### src/rtl/stack_op_sequencer.sv
// ---------------------------------------------------------------------------
// stack_op_sequencer
//
// Command sequencer for the 4-bit x STACK_SIZE stack register of the stack
// calculator. One command at a time is accepted over a valid/ready handshake
// and expanded into single-cycle PUSH/POP steps on the stack's mode/in_word
// inputs. Binary operations (ADD/SUB/AND) compute their result from the two
// top words captured at acceptance. The block tracks stack depth and rejects
// commands that would underflow or overflow the stack.
//
// Ports:
//   clk             system clock, all state changes on the rising edge
//   rst_n           asynchronous active-low reset
//   cmd_valid       command present
//   cmd_ready       high while idle; accept on cmd_valid & cmd_ready
//   cmd_op          opcode: 0 NOP,1 PUSH,2 POP,3 DUP,4 SWAP,5 ADD,6 SUB,7 AND
//   cmd_data        immediate for PUSH
//   cmd_done        one-cycle pulse on successful completion
//   cmd_err         one-cycle pulse on rejected command
//   carry           ADD carry-out / SUB borrow
//   depth           number of valid stack words
//   stk_mode        stack mode: 0 HOLD, 1 PUSH, 2 POP
//   stk_in_word     word pushed when stk_mode = PUSH
//   stk_top_word    stack word 0
//   stk_second_word stack word 1
// ---------------------------------------------------------------------------
module stack_op_sequencer #(
    parameter int STACK_SIZE = 8,
    parameter int DEPTH_W    = $clog2(STACK_SIZE + 1)
) (
    input  logic               clk,
    input  logic               rst_n,
    input  logic               cmd_valid,
    output logic               cmd_ready,
    input  logic [2:0]         cmd_op,
    input  logic [3:0]         cmd_data,
    output logic               cmd_done,
    output logic               cmd_err,
    output logic               carry,
    output logic [DEPTH_W-1:0] depth,
    output logic [2:0]         stk_mode,
    output logic [3:0]         stk_in_word,
    input  logic [3:0]         stk_top_word,
    input  logic [3:0]         stk_second_word
);

    localparam logic [2:0] OP_NOP  = 3'd0;
    localparam logic [2:0] OP_PUSH = 3'd1;
    localparam logic [2:0] OP_POP  = 3'd2;
    localparam logic [2:0] OP_DUP  = 3'd3;
    localparam logic [2:0] OP_SWAP = 3'd4;
    localparam logic [2:0] OP_ADD  = 3'd5;
    localparam logic [2:0] OP_SUB  = 3'd6;
    localparam logic [2:0] OP_AND  = 3'd7;

    localparam logic [2:0] MODE_HOLD = 3'd0;
    localparam logic [2:0] MODE_PUSH = 3'd1;
    localparam logic [2:0] MODE_POP  = 3'd2;

    localparam logic [DEPTH_W-1:0] DEPTH_ONE  = DEPTH_W'(1);
    localparam logic [DEPTH_W-1:0] DEPTH_TWO  = DEPTH_W'(2);
    localparam logic [DEPTH_W-1:0] DEPTH_FULL = DEPTH_W'(STACK_SIZE);

    // State value equals the index of the step currently on stk_mode.
    typedef enum logic [2:0] {
        ST_IDLE = 3'd0,
        ST_S1   = 3'd1,
        ST_S2   = 3'd2,
        ST_S3   = 3'd3,
        ST_S4   = 3'd4
    } state_t;

    state_t             state_reg, state_next;
    logic [2:0]         op_reg;
    logic [3:0]         a_reg, b_reg;
    logic [2:0]         mode_reg, mode_next;
    logic [3:0]         in_word_reg, word_next;
    logic               done_reg, done_next;
    logic               err_reg, err_next;
    logic               carry_reg, carry_next;
    logic [DEPTH_W-1:0] depth_reg;

    logic [2:0] state_idx;
    logic       accept;
    logic       cmd_legal;
    logic       last_step;
    logic [4:0] sum;
    logic [4:0] diff;
    logic [3:0] result;

    // Number of stack steps each opcode expands into.
    function automatic logic [2:0] num_steps(input logic [2:0] op);
        case (op)
            OP_PUSH, OP_POP, OP_DUP:  num_steps = 3'd1;
            OP_SWAP:                  num_steps = 3'd4;
            OP_ADD, OP_SUB, OP_AND:   num_steps = 3'd3;
            default:                  num_steps = 3'd0;
        endcase
    endfunction

    function automatic logic is_legal(input logic [2:0] op, input logic [DEPTH_W-1:0] d);
        case (op)
            OP_PUSH: is_legal = (d != DEPTH_FULL);
            OP_DUP:  is_legal = (d != '0) && (d != DEPTH_FULL);
            OP_POP:  is_legal = (d != '0);
            OP_SWAP, OP_ADD, OP_SUB, OP_AND: is_legal = (d >= DEPTH_TWO);
            default: is_legal = 1'b1;
        endcase
    endfunction

    // Stack mode for step idx (1-based) of an opcode.
    function automatic logic [2:0] step_mode(input logic [2:0] op, input logic [2:0] idx);
        case (op)
            OP_PUSH, OP_DUP: step_mode = MODE_PUSH;
            OP_POP:          step_mode = MODE_POP;
            OP_SWAP, OP_ADD, OP_SUB, OP_AND:
                step_mode = (idx <= 3'd2) ? MODE_POP : MODE_PUSH;
            default:         step_mode = MODE_HOLD;
        endcase
    endfunction

    // Word pushed at step idx. SWAP pushes A first so B ends up on top.
    function automatic logic [3:0] step_word(input logic [2:0] op, input logic [2:0] idx,
                                             input logic [3:0] data, input logic [3:0] a,
                                             input logic [3:0] b, input logic [3:0] r);
        case (op)
            OP_PUSH: step_word = data;
            OP_DUP:  step_word = a;
            OP_SWAP: step_word = (idx == 3'd3) ? a : b;
            OP_ADD, OP_SUB, OP_AND: step_word = r;
            default: step_word = 4'd0;
        endcase
    endfunction

    assign state_idx = state_reg;
    assign cmd_ready = (state_reg == ST_IDLE);
    assign accept    = cmd_valid && (state_reg == ST_IDLE);
    assign cmd_legal = is_legal(cmd_op, depth_reg);
    assign last_step = (state_idx == num_steps(op_reg));

    // Operands come only from the copies latched at acceptance; the live
    // stack words change while the sequence pops them.
    assign sum  = {1'b0, b_reg} + {1'b0, a_reg};
    assign diff = {1'b0, b_reg} - {1'b0, a_reg};

    always_comb begin
        case (op_reg)
            OP_ADD:  result = sum[3:0];
            OP_SUB:  result = diff[3:0];
            default: result = b_reg & a_reg;
        endcase
    end

    // State register
    always_ff @(posedge clk or negedge rst_n) begin
        if (!rst_n) begin
            state_reg <= ST_IDLE;
        end else begin
            state_reg <= state_next;
        end
    end

    // Next-state logic
    always_comb begin
        state_next = state_reg;
        if (state_reg == ST_IDLE) begin
            if (accept && cmd_legal && (num_steps(cmd_op) != 3'd0)) begin
                state_next = ST_S1;
            end
        end else if (last_step || (state_idx >= 3'd4)) begin
            state_next = ST_IDLE;
        end else begin
            state_next = state_t'(state_idx + 3'd1);
        end
    end

    // Output logic: next values of the registered outputs
    always_comb begin
        logic [2:0] sel_op;
        logic [2:0] sel_idx;
        logic [3:0] sel_data;
        logic [3:0] sel_a;
        logic       issue;

        mode_next  = MODE_HOLD;
        word_next  = in_word_reg;
        done_next  = 1'b0;
        err_next   = 1'b0;
        carry_next = carry_reg;
        sel_op     = op_reg;
        sel_idx    = state_idx + 3'd1;
        sel_data   = 4'd0;
        sel_a      = a_reg;
        issue      = 1'b0;

        if (state_reg == ST_IDLE) begin
            // First step is issued straight from the command inputs so it
            // appears on the cycle right after acceptance.
            sel_op   = cmd_op;
            sel_idx  = 3'd1;
            sel_data = cmd_data;
            sel_a    = stk_top_word;
            if (accept) begin
                if (!cmd_legal) begin
                    err_next = 1'b1;
                end else if (num_steps(cmd_op) == 3'd0) begin
                    done_next = 1'b1;
                end else begin
                    issue = 1'b1;
                end
            end
        end else if (last_step) begin
            done_next = 1'b1;
            if (op_reg == OP_ADD) begin
                carry_next = sum[4];
            end else if (op_reg == OP_SUB) begin
                carry_next = diff[4];
            end
        end else begin
            issue = 1'b1;
        end

        if (issue) begin
            mode_next = step_mode(sel_op, sel_idx);
            if (mode_next == MODE_PUSH) begin
                word_next = step_word(sel_op, sel_idx, sel_data, sel_a, b_reg, result);
            end
        end
    end

    // Registered outputs, operand latches and depth counter
    always_ff @(posedge clk or negedge rst_n) begin
        if (!rst_n) begin
            op_reg      <= OP_NOP;
            a_reg       <= 4'd0;
            b_reg       <= 4'd0;
            mode_reg    <= MODE_HOLD;
            in_word_reg <= 4'd0;
            done_reg    <= 1'b0;
            err_reg     <= 1'b0;
            carry_reg   <= 1'b0;
            depth_reg   <= '0;
        end else begin
            mode_reg    <= mode_next;
            in_word_reg <= word_next;
            done_reg    <= done_next;
            err_reg     <= err_next;
            carry_reg   <= carry_next;
            if (accept) begin
                op_reg <= cmd_op;
                a_reg  <= stk_top_word;
                b_reg  <= stk_second_word;
            end
            // Depth follows the step the stack executes at this edge.
            case (mode_reg)
                MODE_PUSH: depth_reg <= depth_reg + DEPTH_ONE;
                MODE_POP:  depth_reg <= depth_reg - DEPTH_ONE;
                default:   depth_reg <= depth_reg;
            endcase
        end
    end

    assign stk_mode    = mode_reg;
    assign stk_in_word = in_word_reg;
    assign cmd_done    = done_reg;
    assign cmd_err     = err_reg;
    assign carry       = carry_reg;
    assign depth       = depth_reg;

endmodule

### config.mk
export PLATFORM = sky130hd
export DESIGN_NAME = stack_op_sequencer
export DESIGN_NICKNAME = d
export VERILOG_FILES = /design/src/rtl/stack_op_sequencer.sv
export SDC_FILE = /design/constraint.sdc
export NUM_CORES = 1
export LEC_CHECK = 0
export ABC_AREA = 1
export CAP_MARGIN = 20
export CORE_ASPECT_RATIO = 0.75
export CORE_MARGIN = 3
export CORE_UTILIZATION = 54
export DETAILED_ROUTE_END_ITERATION = 10
export GPL_TIMING_DRIVEN = 0
export PLACE_DENSITY = 0.81
export SKIP_LAST_GASP = 1
export SLEW_MARGIN = 20
export SYNTH_ARGS = -nofsm -noshare
export SYNTH_HDL_FRONTEND = slang
export SYNTH_SLANG_ARGS = --single-unit
### constraint.sdc
create_clock -name clk -period 2.2 [get_ports clk]
set_input_delay 0.44 -clock clk [delete_from_list [all_inputs] [get_ports clk]]
set_output_delay 0.44 -clock clk [all_outputs]
set_load 0.01 [all_outputs]
== Word level (Yosys, flattened, before mapping) ==
Cells that the tools add are included.

* Register bits: 28
* Input port bits: 18
* Output and inout bits: 15

* Add/sub/neg operators: 5
* $lt $le $gt $ge: 3
* Equality and inequality tests: 28
* Mux-type cells: 37
* Bitwise gates (word level): 2
* Reduce and logical (&&, ||, !) cells: 21

{| class="wikitable"
|+ Operator list
! cell !! count
|-
| == test 3 bit (second input constant) || 12
|-
| 2-to-1 mux 3 bit || 11
|-
| == test 3 x 2 -> 1 bit (second input constant) || 8
|-
| case mux 3 bit (3 select lines) || 2
|-
| case mux 4 bit (2 select lines) || 2
|-
| case mux 4 bit (4 select lines) || 1
|-
| == test 3 x 1 -> 1 bit (second input constant) || 5
|-
| 2-to-1 mux 1 bit || 15
|-
| OR reduction 3 bit || 5
|-
| 2-to-1 mux 4 bit || 3
|-
| OR reduction 4 bit || 2
|-
| zero test 3 bit || 2
|-
| case mux 2 bit (3 select lines) || 1
|-
| adder 4 x 4 -> 5 bit || 1
|-
| subtractor 4 x 4 -> 5 bit || 1
|-
| adder 4 x 1 -> 4 bit (second input constant) || 1
|-
| AND 4 bit || 1
|-
| greater-or-equal comparator 4 x 2 -> 1 bit (second input constant) || 1
|-
| logical AND 1 bit || 4
|-
| != test 4 bit (second input constant) || 1
|-
| case mux 1 bit (4 select lines) || 1
|-
| nonzero test 2 bit || 2
|-
| nonzero test 4 bit || 1
|-
| subtractor 4 x 1 -> 4 bit (second input constant) || 1
|-
| 12 further kinds || 12
|}

== Longest topological paths before layout ==
* Depth after elaboration: 14
* Mapped depth: 13

== Worst setup path after synthesis ==
OpenSTA, ideal clock, no wires.

* Path kind: reg2reg
* Start point: register a_reg[0]
* End point: register in_word_reg[2] (netlist: stk_in_word[2])
* Library setup time: 117 ps
* Arrival time: 1,650 ps
* Setup slack: 433 ps
* Stages on the path, launching flop included: 10
* Path buffers: 0
* Period minus slack after synthesis: 1,767 ps
* Cells stage by stage: dfrtp_1 > ha_1 > fa_1 > or2_2 > nand3_1 > nand3_1 > nand3_1 > nand3_1 > nand2_1 > nand2_1

* Longest elaborated chain between the ends: 3

{| class="wikitable"
|+ Ends and longest elaborated chain
! item !! RTL line !! text
|-
| start, declared || 75 || <nowiki>logic [3:0] a_reg, b_reg;</nowiki>
|-
| start signal, assigned || 251 || <nowiki>a_reg <= stk_top_word;</nowiki>
|-
| subtractor 4 x 4 -> 5 bit or adder 4 x 4 -> 5 bit (tied branches) || 144, 143 ||
|-
| case mux 4 bit (2 select lines) (*) || 147 || <nowiki>case (op_reg)</nowiki>
|-
| case mux 4 bit (4 select lines) (*) || 126 || <nowiki>case (op)</nowiki>
|-
| end signal, assigned || 245 || <nowiki>in_word_reg <= word_next;</nowiki>
|-
| end, declared || 77 || <nowiki>logic [3:0] in_word_reg, word_next;</nowiki>
|}

Mark *: on every way between the ends. The rest lies on a longest branch, timed or not.
A chain may end at the register's enable or synchronous reset.

== Worst setup path in the final report ==
* Start point: register state_reg[1] (netlist: state_idx[1])
* End point: output cmd_ready

* Longest elaborated chain between the ends: 1

{| class="wikitable"
|+ Ends and longest elaborated chain
! item !! RTL line !! text
|-
| start, declared || 73 || <nowiki>state_t state_reg, state_next;</nowiki>
|-
| start signal, assigned || 159 || <nowiki>state_reg <= state_next;</nowiki>
|-
| zero test 3 bit || 136 || <nowiki>assign cmd_ready = (state_reg == ST_IDLE);</nowiki>
|-
| end, declared || 34 || <nowiki>output logic cmd_ready,</nowiki>
|}

Every way passes these cells.

==> flow_metrics.env <==
export IMPL_outcome="complete, no violations"
export IMPL_layout_area_overhead_vs_synth_pct=20.9
export IMPL_clk_insertion_delay_late_ns=0.28
export IMPL_worstSetupPathType="flop to output pin"
export IMPL_synth_top_family_by_area="simple AND/OR/NAND/NOR gates"
export IMPL_detail_route_iter0_violations=172
export IMPL_port_buffers=31
export IMPL_place_inst=365
export IMPL_ctsLongestPathBuffers=2
export IMPL_clock_sink_count=27
export IMPL_drt_wirelength_per_cell_um=12.8
export IMPL_ios=33
export IMPL_lkg_pwr_uw=0.00129
export IMPL_synth_area_in_compound_gates=0.103
export IMPL_cts_max_level=1
export IMPL_wirelength_um=4730
export IMPL_final_setup_skew_ns=0.00842
export IMPL_timing_critical_path_slowest_cell_delay_ns=0.43
export IMPL_drt_vias_per_instance=5.06
export IMPL_synth_area_leaders="sky130_fd_sc_hd__dfrtp_1 (32%), sky130_fd_sc_hd__nand2_1 (13%), sky130_fd_sc_hd__ha_1 (7.7%)"
export IMPL_timing_final_setup_violations=0
export IMPL_synthFlopType="sky130_fd_sc_hd__dfrtp_1"
export IMPL_cp_data_required_time_ns=1.76
export IMPL_tns_ns=0
export IMPL_drv_max_cap_violation_count=0
export IMPL_setup_worst_path_end_class="output pin"
export IMPL_setup_crit_start_kind="flop"
export IMPL_placementRows=19
export IMPL_synth_largest_area_cell="sky130_fd_sc_hd__dfrtp_1"
export IMPL_gp_routability_congestion=0.865
export IMPL_finalNetCount=354
export IMPL_dieHeight_um=60.2
export IMPL_grt_remaining_overflow=0
export IMPL_worstPathArrival_ns=1.65
export IMPL_die_area_um2=4720
export IMPL_cts_buffer_count=3
export IMPL_dp_worst_setup_slack_ns=-0.113
export IMPL_maximum_number_of_pins_on_one_net_before_global_route_repair=28
export IMPL_rsz0062_at_grt="false"
export IMPL_ir_drop_uv=756
export IMPL_syn_nets=316
export IMPL_synthXorXnorAreaFrac=0.0124
export IMPL_globalRouteTotalUtil=0.226
export IMPL_syn_cell_area_um2=2120
export IMPL_num_vias=1878
export IMPL_first_global_vias=1773
export IMPL_grt_util_met1=0.319
export IMPL_cts_root_cell="sky130_fd_sc_hd__clkbuf_8"
export IMPL_power_combinational_fraction=0.711
export IMPL_starting_density=0.571
export IMPL_holdCritPathClass="input pin to async pin"
export IMPL_tightest_slew_ns=0.603
export IMPL_crit_path_top_delay_cell="sky130_fd_sc_hd__dfrtp_1"
export IMPL_grt_pass1_wl_um=8270
export IMPL_share_seq_of_total_power=0.220
export IMPL_firstDrtPassIters=4
export IMPL_max_slew_margin=0.598
export IMPL_synth_yosys_warnings=0
export IMPL_async_flop_share=1.00
export IMPL_critical_path_max_fanout=10
export IMPL_critical_path_cell_chain="inv_1 > ha_4 > inv_2 > nor2_4 > buf_6 > dlygate4sd2_1"
export IMPL_drc_errors=0
export IMPL_syn_inst=282
export IMPL_finalCritPeriodShare=0.948
export IMPL_drive_above_1_share=0.132
export IMPL_cp_buffers_inverters=4
export IMPL_grt_antenna_before_repair=0
export IMPL_switchingPower_uw=2130
export IMPL_synthMuxAreaShare=0.0106
export IMPL_synthAdderAreaFrac=0.105
export IMPL_worst_slack_ns=0.113
export IMPL_synth_avg_cell_area_um2=7.51
export IMPL_grt_busiest_layer="met2"
export IMPL_ant_nets=0
export IMPL_hold_buffers=0
export IMPL_yosysUniqueCellTypes=35
export IMPL_finalMaxSlewViolations=0
export IMPL_synth_simple_area_share=0.359
export IMPL_period_needed_ns=2.09
export IMPL_cell_count_final_fillers_out=371
export IMPL_core_box_area_um2=3710
export IMPL_post_route_util=0.690
export IMPL_power_switching_share=0.511
export IMPL_half_perimeter_wire_length_of_the_detailed_placement_result_um=3820
export IMPL_internal_power_uw=2040
export IMPL_tritoncts="yes"
export IMPL_power_frac_clock=0.069
export IMPL_max_freq_mhz=479
export IMPL_diodes=0
export IMPL_power_total_uw=4170
export IMPL_most_numerous_cell_types_in_the_synthesized_netlist="sky130_fd_sc_hd__nand2_1 (75), sky130_fd_sc_hd__inv_1 (35), sky130_fd_sc_hd__nor2_1 (32)"
export IMPL_synth_seq_area_share=0.319
export IMPL_grt_util_met2=0.352
export IMPL_finalHoldViolations=0
export IMPL_chipWidth_um=78.3
export IMPL_synth_most_common_cell="sky130_fd_sc_hd__nand2_1"
export IMPL_ys_seq_elements=27
export IMPL_synth_top_cell_area_share=0.319
export IMPL_number_of_flops_mapped_to_enable_cells_by_yosys=0
export IMPL_path_delay_family="buffers and inverters"
export IMPL_clk_pin_slew_worst_paths_ns=0.10
export IMPL_gr_usage_met3=0.0527
export IMPL_power_per_cell_area_nw_per_um2=1630
[layout make-up]
type / count / area [µm²]
Tap cell: 52 / 65.1
Multi-Input combinational cell: 211 / 1270
Inverter: 39 / 151
Fill cell: 325 / 1150
Timing Repair Buffer: 33 / 319
Buffer: 5 / 37.5
Clock buffer: 4 / 45.0
Sequential cell: 27 / 676
[metal layers]
layer	vias to the layer above	routed length, µm
met5	-	0
li1	960	-
met1	834	2370
met3	12	332
met4	0	75
met2	72	1950
[through the flow]
| step | hold WS [ns] | area (µm²) |
|---|---|---|
| finish | 0.153 | 2560 |
| global route | 0.187 | 2560 |
| CTS | 0.178 | 2560 |
| detailed placement | 0.458 | 2490 |
| global placement | 0.453 | 2490 |
| floorplan | 0.144 | 2120 |
[cells by family after synthesis]
family          after synthesis
xor+xnor                      3
other cells                   1
fa+ha+maj                    16
flops                        27
compound gates               37
mux                           2
buf+inv                      44
simple gates                152
[layout by cell type, fill, tap and decap left out, types with 3 or more instances in the layout]
master / count
sky130_fd_sc_hd__clkbuf_8: 3
sky130_fd_sc_hd__nor2_1: 32
sky130_fd_sc_hd__fa_1: 3
sky130_fd_sc_hd__ha_1: 12
sky130_fd_sc_hd__o21ai_0: 21
sky130_fd_sc_hd__clkdlybuf4s50_1: 29
sky130_fd_sc_hd__nand2_4: 3
sky130_fd_sc_hd__nand3_2: 4
sky130_fd_sc_hd__a21oi_1: 9
sky130_fd_sc_hd__inv_2: 3
sky130_fd_sc_hd__nand2_2: 6
sky130_fd_sc_hd__nand2_1: 75
sky130_fd_sc_hd__dfrtp_1: 27
sky130_fd_sc_hd__nand3_1: 21
sky130_fd_sc_hd__clkbuf_1: 3
sky130_fd_sc_hd__inv_1: 34
sky130_fd_sc_hd__buf_4: 3
[final timing paths]
kind / cells past startpoint / startpoint / endpoint / slack, ns
setup / recovery: 6 / state_idx[1] / cmd_ready / 0.11
hold / removal: 1 / rst_n / stk_mode[1] / 0.15
setup reg to reg: 9 / a_reg[0] / stk_in_word[2] / 0.27
hold reg to reg: 2 / stk_in_word[0] / stk_in_word[0] / 0.48
max in group asynchronous: 1 / rst_n / a_reg[0] / 1.64
min in group clk: 2 / stk_in_word[0] / stk_in_word[0] / 0.48
[power by group through the flow]
stage | Combinational, µW | Sequential, µW | Clock, µW
4_1_cts | 2960 | 913 | 297
3_3_place_gp | 2800 | 923 | 0
3_5_place_dp | 2870 | 929 | 0
6_report | 2960 | 915 | 289
2_1_floorplan | 2110 | 933 | 0
5_1_grt | 3370 | 959 | 316
[repair_timing]
action	4_1_cts	5_1_grt
setup endpoints to repair	1	0
resized for setup	4	0
setup buffers	2	0
[worst register-to-register path: cells and delay by family (launching register included)]
kind,cells,cell delay [ns]
AND/OR/NAND/NOR,7,0.76
adder cells (fa/ha/maj),2,0.67
flip-flops,1,0.42
(Power assumes the default switching activity.)
